[src/rtl/muldiv_sequencer_pkg.sv]
// Shared definitions for the multiply/divide sequencer: FSM state encoding.
package muldiv_sequencer_pkg;

  typedef logic [1:0] state_t;

  localparam state_t ST_IDLE = 2'd0;
  localparam state_t ST_MULT = 2'd1;
  localparam state_t ST_DIV  = 2'd2;
  localparam state_t ST_FIX  = 2'd3;

endpackage

[src/rtl/muldiv_sequencer_div_core.sv]
// Radix-2 restoring divider on unsigned magnitudes, one quotient bit per step.
// The sequencer handles operand signs, the sign fix-up and the special cases.
module muldiv_sequencer_div_core #(
  parameter int WIDTH = 32
) (
  input  logic             clk,
  input  logic             reset,
  input  logic             load,
  input  logic             step,
  input  logic [WIDTH-1:0] dividend,
  input  logic [WIDTH-1:0] divisor,
  output logic [WIDTH-1:0] quotient,
  output logic [WIDTH-1:0] remainder,
  output logic             done
);

  localparam int IW = $clog2(WIDTH);

  logic [WIDTH-1:0] rem_q;
  logic [WIDTH-1:0] quo_q;
  logic [WIDTH-1:0] dvs_q;
  logic [IW-1:0]    iter_q;
  logic [WIDTH:0]   shifted;
  logic [WIDTH:0]   trial;

  // Shift the next dividend bit into the partial remainder and try a subtract.
  assign shifted = {rem_q, quo_q[WIDTH-1]};
  assign trial   = shifted - {1'b0, dvs_q};

  // Asserted during the cycle whose step produces the last quotient bit.
  assign done      = (iter_q == IW'(WIDTH - 1));
  assign quotient  = quo_q;
  assign remainder = rem_q;

  // Load operands, then restore-or-keep one bit per step.
  always_ff @(posedge clk or posedge reset) begin
    if (reset) begin
      // NOTE: datapath registers are reset too, so a reset mid-divide leaves no stale partial result.
      rem_q  <= '0;
      quo_q  <= '0;
      dvs_q  <= '0;
      iter_q <= '0;
    end else if (load) begin
      // NOTE: non-blocking assignments here so every register samples pre-edge values.
      rem_q  <= '0;
      quo_q  <= dividend;
      dvs_q  <= divisor;
      iter_q <= '0;
    end else if (step) begin
      iter_q <= iter_q + 1'b1;
      if (!trial[WIDTH]) begin
        rem_q <= trial[WIDTH-1:0];
        quo_q <= {quo_q[WIDTH-2:0], 1'b1};
      end else begin
        rem_q <= shifted[WIDTH-1:0];
        quo_q <= {quo_q[WIDTH-2:0], 1'b0};
      end
    end
  end

endmodule

[src/rtl/muldiv_sequencer.sv]
// Multi-cycle MULT/MULTU/DIV/DIVU unit owning HI/LO; stalls EX on any HI/LO
// access or new mult/div while an operation is in flight.
module muldiv_sequencer
  import muldiv_sequencer_pkg::*;
#(
  parameter int WIDTH        = 32,
  parameter int MULT_LATENCY = 4
) (
  input  logic             clk,
  input  logic             reset,
  input  logic             start,
  input  logic             op_div,
  input  logic             is_unsigned,
  input  logic [WIDTH-1:0] a,
  input  logic [WIDTH-1:0] b,
  input  logic             hilo_read,
  input  logic             hilo_write,
  input  logic             hilo_sel,
  input  logic [WIDTH-1:0] wdata,
  input  logic             flush,
  output logic             busy,
  output logic             stall,
  output logic [WIDTH-1:0] hi,
  output logic [WIDTH-1:0] lo
);

  localparam int CW = (MULT_LATENCY > 1) ? $clog2(MULT_LATENCY) : 1;

  state_t           state;
  logic [CW-1:0]    cnt;
  logic [WIDTH-1:0] op_a;
  logic [WIDTH-1:0] op_b;
  logic             op_signed;

  logic             accept;
  logic             div_load;
  logic             div_step;
  logic             div_done;
  logic [WIDTH-1:0] a_mag;
  logic [WIDTH-1:0] b_mag;
  logic [WIDTH-1:0] div_quo;
  logic [WIDTH-1:0] div_rem;
  logic [WIDTH-1:0] quo_fix;
  logic [WIDTH-1:0] rem_fix;
  logic [2*WIDTH-1:0] a_ext;
  logic [2*WIDTH-1:0] b_ext;
  logic [2*WIDTH-1:0] product;

  assign busy   = (state != ST_IDLE);
  assign stall  = busy & (start | hilo_read | hilo_write);
  assign accept = (state == ST_IDLE) & start & ~flush;

  // Divider magnitudes come straight from the EX operands on the accept edge.
  always_comb begin
    // NOTE: every always_comb output gets a default first so no latch is inferred.
    a_mag = a;
    b_mag = b;
    if (!is_unsigned && a[WIDTH-1]) a_mag = '0 - a;
    if (!is_unsigned && b[WIDTH-1]) b_mag = '0 - b;
  end

  assign div_load = accept & op_div;
  assign div_step = (state == ST_DIV) & ~flush;

  muldiv_sequencer_div_core #(.WIDTH(WIDTH)) u_div_core (
    .clk       (clk),
    .reset     (reset),
    .load      (div_load),
    .step      (div_step),
    .dividend  (a_mag),
    .divisor   (b_mag),
    .quotient  (div_quo),
    .remainder (div_rem),
    .done      (div_done)
  );

  // Full-width product of the latched operands, sign- or zero-extended.
  always_comb begin
    a_ext   = {{WIDTH{op_signed & op_a[WIDTH-1]}}, op_a};
    b_ext   = {{WIDTH{op_signed & op_b[WIDTH-1]}}, op_b};
    product = a_ext * b_ext;
  end

  // Sign fix-up: quotient negative when signs differ, remainder follows dividend.
  always_comb begin
    quo_fix = div_quo;
    rem_fix = div_rem;
    if (op_signed && (op_a[WIDTH-1] ^ op_b[WIDTH-1])) quo_fix = '0 - div_quo;
    if (op_signed && op_a[WIDTH-1])                   rem_fix = '0 - div_rem;
  end

  // Sequencer FSM plus the architectural HI/LO registers.
  always_ff @(posedge clk or posedge reset) begin
    if (reset) begin
      state     <= ST_IDLE;
      cnt       <= '0;
      op_a      <= '0;
      op_b      <= '0;
      op_signed <= 1'b0;
      hi        <= '0;
      lo        <= '0;
    end else begin
      case (state)
        ST_IDLE: begin
          if (!flush) begin
            if (start) begin
              op_a      <= a;
              op_b      <= b;
              op_signed <= ~is_unsigned;
              if (op_div) begin
                state <= ST_DIV;
              end else begin
                state <= ST_MULT;
                cnt   <= CW'(MULT_LATENCY - 1);
              end
            end
            if (hilo_write) begin
              if (hilo_sel) hi <= wdata;
              else          lo <= wdata;
            end
          end
        end
        ST_MULT: begin
          if (flush) begin
            state <= ST_IDLE;
          end else if (cnt == '0) begin
            hi    <= product[2*WIDTH-1:WIDTH];
            lo    <= product[WIDTH-1:0];
            state <= ST_IDLE;
          end else begin
            cnt <= cnt - 1'b1;
          end
        end
        ST_DIV: begin
          if (flush)         state <= ST_IDLE;
          else if (div_done) state <= ST_FIX;
        end
        ST_FIX: begin
          if (!flush) begin
            if (op_b == '0) begin
              hi <= op_a;
              lo <= '1;
            end else begin
              hi <= rem_fix;
              lo <= quo_fix;
            end
          end
          state <= ST_IDLE;
        end
        default: state <= ST_IDLE;
      endcase
    end
  end

endmodule

[config.mk]
export PLATFORM = sky130hd
export DESIGN_NAME = muldiv_sequencer
export DESIGN_NICKNAME = d
export VERILOG_FILES = /design/src/rtl/muldiv_sequencer_pkg.sv /design/src/rtl/muldiv_sequencer_div_core.sv /design/src/rtl/muldiv_sequencer.sv
export SDC_FILE = /design/constraint.sdc
export NUM_CORES = 2
export LEC_CHECK = 0
export BUFFER_PORTS_ARGS = -buffer_cell sky130_fd_sc_hd__buf_2
export CORE_UTILIZATION = 64
export CTS_BUF_LIST = sky130_fd_sc_hd__clkbuf_8
export CTS_CLUSTER_SIZE = 14
export DETAILED_ROUTE_END_ITERATION = 8
export PLACE_DENSITY_LB_ADDON = 0.08
export SKIP_LAST_GASP = 1
export SYNTH_ARGS = -nofsm -noshare
export SYNTH_HDL_FRONTEND = slang
export SYNTH_HIERARCHICAL = 1
export SYNTH_SLANG_ARGS = --single-unit
export TNS_END_PERCENT = 20
[constraint.sdc]
create_clock -name clk -period 12.4 [get_ports clk]
set_input_delay 0.62 -clock clk [delete_from_list [all_inputs] [get_ports clk]]
set_output_delay 0.62 -clock clk [all_outputs]
set_load 0.02 [all_outputs]
=== Yosys cells after proc, flatten, opt, wreduce, memory -nomap -nowiden ===
Cells that the tools add are included.

* Bits in registers: 234
* Output and inout bits: 66
* Logic and storage cells: 106
* Bits of input ports: 105

* Reductions and logical operators: 17
* Add/sub/neg operators: 7
* Bitwise logic cells: 12
* Equality and inequality tests: 16
* Multipliers: 1
* Multiplexer cells: 42

{| class="wikitable"
|+ Operator list
! operator !! number
|-
| 2-to-1 mux 32 bit || 23
|-
| one-hot mux 32 bit (3 select lines) || 2
|-
| subtractor 1 x 32 -> 32 bit, first input constant || 4
|-
| multiplier 33 x 33 -> 64 bit || 1
|-
| subtractor 33 x 32 -> 33 bit || 1
|-
| zero test 32 bit || 1
|-
| 2-to-1 mux 2 bit || 12
|-
| != test 2 bit, second input constant || 10
|-
| AND reduction 7 bit || 2
|-
| 2-to-1 mux 5 bit || 2
|-
| one-hot mux 2 bit (4 select lines) || 1
|-
| bitwise AND 1 bit || 7
|-
| != test 3 bit, second input constant || 2
|-
| AND reduction 6 bit || 1
|-
| nonzero test 2 bit || 3
|-
| adder 5 x 1 -> 5 bit, second input constant || 1
|-
| == test 5 bit, second input constant || 1
|-
| == test 2 bit, second input constant || 2
|-
| logical AND 1 bit || 4
|-
| zero test 2 bit || 2
|-
| one-hot mux 2 bit (2 select lines) || 1
|-
| AND reduction 4 bit || 1
|-
| AND reduction 3 bit || 1
|-
| nonzero test 3 bit || 1
|-
| 7 further kinds || 9
|}

=== Depth between registers and ports, before layout ===
* Depth after elaboration: 6
* Mapped depth: 33
* Depth with buffers taken out: 28

=== Cells and area by module ===
The synthesis kept the hierarchy.

{| class="wikitable"
|+ Modules (own cells, without submodules)
! module !! cells each !! sequential area each (um^2) !! times used !! area an instance (um^2)
|-
| muldiv_sequencer || 5288 || 3328.2 || 1 || 46990.1
|-
| muldiv_sequencer_div_core || 712 || 2527.4 || 1 || 6356.1
|}

=== Worst setup path before layout ===
No wires, ideal clock.

* Path kind: reg-to-reg
* Start: register op_a[31]
* End: register hi[31]
* Setup time: 0.088 ns
* Clock period less this slack: 8.895 ns
* Cell stages (with the launch flop): 33
* Data required time: 12.312 ns
* Setup slack: 3.505 ns
* Buffers on the path: 4
* Arrival time: 8.807 ns
* Cells stage by stage: dfrtp_1 > clkbuf_1 > and2_1 > clkbuf_1 > clkbuf_1 > clkbuf_1 > nand2_1 > inv_1 > fa_1 > inv_1 > fa_1 > inv_1 > fa_1 > fa_1 > inv_1 > fa_1 > inv_1 > fa_1 > inv_1 > fa_1 > fa_1 > inv_1 > ha_1 > a21o_1 > a21o_1 > a21o_1 > a31o_1 > a221o_1 > a2111o_1 > o211a_1 > o21ai_1 > nand3b_1 > a41oi_1

* Cells in the longest elaborated chain, start to end: 5
* Elaborated cells on any way between the ends: 9
* Those cells by class: 1 x mul; 6 x mux; 1 x bitwise; 1 x reduce/logical

{| class="wikitable"
|+ Ends and longest elaborated chain
! element !! line !! source
|-
| start, declared || muldiv_sequencer.sv:31 || <nowiki>logic [WIDTH-1:0] op_a;</nowiki>
|-
| start signal, assigned || muldiv_sequencer.sv:97 || <nowiki>op_a <= '0;</nowiki>
|-
| start signal, assigned || muldiv_sequencer.sv:107 || <nowiki>op_a <= a;</nowiki>
|-
| bitwise AND 1 bit / logical AND 1 bit (equally long branches) || muldiv_sequencer.sv:79, muldiv_sequencer.sv:89 ||
|-
| multiplier 33 x 33 -> 64 bit / 2-to-1 mux 32 bit (equally long branches) || muldiv_sequencer.sv:81, muldiv_sequencer.sv:89 ||
|-
| 2-to-1 mux 32 bit (on tied branches) || muldiv_sequencer.sv:126, muldiv_sequencer.sv:140 ||
|-
| 2-to-1 mux 32 bit (on tied branches) || muldiv_sequencer.sv:124, muldiv_sequencer.sv:139 ||
|-
| one-hot mux 32 bit (3 select lines) * || muldiv_sequencer.sv:103 || <nowiki>case (state)</nowiki>
|-
| end signal, assigned || muldiv_sequencer.sv:118 || <nowiki>if (hilo_sel) hi <= wdata;</nowiki>
|-
| end signal, assigned || muldiv_sequencer.sv:127 || <nowiki>hi <= product[2*WIDTH-1:WIDTH];</nowiki>
|-
| end signal, assigned || muldiv_sequencer.sv:141 || <nowiki>hi <= op_a;</nowiki>
|-
| end, declared || muldiv_sequencer.sv:23 || <nowiki>output logic [WIDTH-1:0] hi,</nowiki>
|}

Every way passes the cells marked *; elsewhere a longest branch is shown, timed or not. The select of a mux whose other input is x is not followed.
A chain may end at the register's enable or synchronous reset.

=== Worst setup path after layout ===
* Start: register op_a[31]
* End: register hi[29]

The elaborated chain is that of the path after synthesis.

==> flow_metrics.env <==
export IMPL_syn_nets=7483
export IMPL_drc=0
export IMPL_end_kind="flop"
export IMPL_yosys_area_top_type_share_pct=42.3
export IMPL_start_kind="flop"
export IMPL_die_area_mm2=0.0845
export IMPL_finalHoldViolations=0
export IMPL_mostFrequentLayoutCells="inv_1, fa_1, nand2_1"
export IMPL_firstDrtPassIters=8
export IMPL_gr_usage_all_layers_pct=41.2
export IMPL_finalMaxSlewViolations=0
export IMPL_layout_nets=7402
export IMPL_netlist_instances=6000
export IMPL_hold_ws_ns=0.134
export IMPL_min_period_over_period_pct=82.7
export IMPL_place_congestion=0.992
export IMPL_yosysUniqueCellTypes=86
export IMPL_chipHeight_um=291
export IMPL_fillerInstances=6877
export IMPL_design_area_mm2=0.0556
export IMPL_max_cap_violations=0
export IMPL_cts_tree="yes"
export IMPL_timing_final_ws_setup_ns=2.14
export IMPL_place_ws_ns=2.19
export IMPL_syn_area_mm2=0.0533
export IMPL_grtUsageMet2_pct=65.1
export IMPL_slowest_delay_ns=1.05
export IMPL_seqCellArea_mm2=0.00586
export IMPL_synth_edf_count=0
export IMPL_ys_warn_count=6
export IMPL_use_met1_pct=55.4
export IMPL_core_area_mm2=0.0822
export IMPL_ys_ff_latch=234
export IMPL_arrival_ns=10.70
export IMPL_critPathMostFrequentCell="fa_1"
export IMPL_gr_max_usage_layer="met2"
export IMPL_routed_wl_mm=169
export IMPL_rows=105
export IMPL_crit_fanout=54
export IMPL_grt_pass1_wl_mm=264
export IMPL_start_util_pct=64.9
export IMPL_avgRoutedWirePerCell_um=24.0
export IMPL_clkSinkCount=234
export IMPL_status="complete, no violations"
export IMPL_path_delay_family="adder cells"
export IMPL_synth_seq_area_share_pct=11.0
export IMPL_hpwl_mm=129
export IMPL_setup_viol=0
export IMPL_grt_max_degree=118
export IMPL_use_met3_pct=7.46
export IMPL_first_iter_violations=3709
export IMPL_syn_area_per_cell_um2=8.89
export IMPL_multi_input_area_mm2=0.0416
export IMPL_cts_hold_fix_buffers=0
export IMPL_ant_nets=0
export IMPL_ctsLongestPathBuffers=3
export IMPL_tns_ns=0
export IMPL_cts_root_buf="clkbuf_8"
export IMPL_synthTopCellsByArea="fa_1, dfrtp_1, inv_1"
export IMPL_ioPinCount=171
export IMPL_area_growth_pct=4.31
export IMPL_clk_pin_slew_ns=0.06
export IMPL_overflow=0
export IMPL_critPathSlowestCell="and2_1"
export IMPL_fp_dieW_um=291
export IMPL_portBuffers=170
export IMPL_postCtsSetupBuffers=0
export IMPL_ctsResizeCount=0
export IMPL_htree_levels=2
export IMPL_critical_path_class="reg2reg"
export IMPL_cts_buffers=41
export IMPL_yosysTopAreaCell="fa_1"
export IMPL_holdCritPathClass="in2async"
export IMPL_slew_headroom_pct=17.1
export IMPL_rsz0062_at_grt="false"
export IMPL_ys_async_sr_fraction_pct=100
export IMPL_dpl_cell_area_mm2=0.0548
export IMPL_required_ns=12.84
export IMPL_skew_ns=0.0279
export IMPL_drive_above_1_share_pct=7.44
export IMPL_synth_ff_type="dfrtp_1"
export IMPL_finalCriticalPeriod_ns=10.26
export IMPL_worst_pin_slew_ns=1.24
export IMPL_antenna_found_initial=9
export IMPL_cp_num_buf_inv=8
export IMPL_fmax_mhz=97.5
export IMPL_grt_pass1_vias=43898
export IMPL_layout_commonest_cell="inv_1"
export IMPL_vias=42344
export IMPL_avgViaCountPerCell=6.03
export IMPL_clock_latency_ns=0.59
cells in the mapped netlist, types with 7 or more instances:
cell	instances
or2_2	9
o21ai_0	222
a21oi_1	183
nand2_1	940
nand3_1	42
o31ai_1	24
o221ai_1	12
a31oi_1	37
and2_1	359
buf_2	7
buf_1	9
nor2b_1	26
dfrtp_1	234
o21bai_1	10
nor3_1	38
xor2_1	83
o311ai_0	7
a21boi_0	7
o21ai_1	12
o22ai_1	7
ha_1	252
a221oi_1	10
mux2i_1	56
or3_1	17
inv_1	1196
clkbuf_1	358
nor2_1	204
or4_1	8
o211ai_1	27
a21o_1	29
nand4_1	24
nand2b_1	19
a311oi_1	7
o21a_1	17
fa_1	1126
xnor2_1	128
mux2_2	68
a211oi_1	30
nor4_1	27
and3_1	37
cell type report:
type | count | area share [%]
flip-flops and latches | 234 | 10.5
well taps | 1070 | 2.41
repair buffers | 256 | 2.69
inverters | 1197 | 8.09
diodes | 10 | 0.0450
clock inverters | 9 | 0.0809
clock buffers | 58 | 1.43
multi-input cells | 4189 | 74.7
flip-flops by register name, summed over array words and instances, names as in the netlist:
name,flops
cnt,2
hi,32
u_div_core/iter_q,5
u_div_core/dvs_q,32
op_signed,1
state,2
u_div_core/quotient,32
op_b,32
op_a,32
lo,32
u_div_core/remainder,32
worst paths after layout:
kind,start,endpoint,slack (ns),cells past startpoint
worst min register to register,hi[9],hi[9],0.48,2
min in group clk,wdata[1],lo[1],0.33,3
worst max register to register,op_a[31],hi[29],2.14,29
worst max-delay path,op_a[31],hi[29],2.14,29
worst min-delay path,reset,u_div_core/quotient[1],0.13,2
max in group asynchronous,reset,op_b[28],10.70,3
routing by layer:
| metal | share of wire, % | wire length, µm |
|---|---|---|
| met3 | 9.5 | 16000 |
| met1 | 38 | 64800 |
| met2 | 46 | 78000 |
| met5 | 0 | 0 |
| met4 | 5.8 | 9760 |
kinds of logic after synthesis:
| group | count (synthesis) | synth area share, % |
|---|---|---|
| compound gates | 701 | 8.26 |
| xor+xnor | 211 | 3.46 |
| fa+ha+maj | 1378 | 48.2 |
| buf+inv | 1577 | 11.2 |
| flops | 234 | 11.0 |
| mux | 124 | 2.49 |
| simple gates | 1775 | 15.5 |
stage by stage:
step | utilization (%) | instances
after floorplan | - | 6000
after global placement | 66.6 | 6946
after detailed placement | 66.6 | 6946
after CTS | 67.6 | 7013
after global routing | 67.6 | 7017
final | 67.7 | 7023
Power is left out: the tool's default activity adds up to more than one toggle a clock period on the data nets, which glitch-free logic cannot reach.
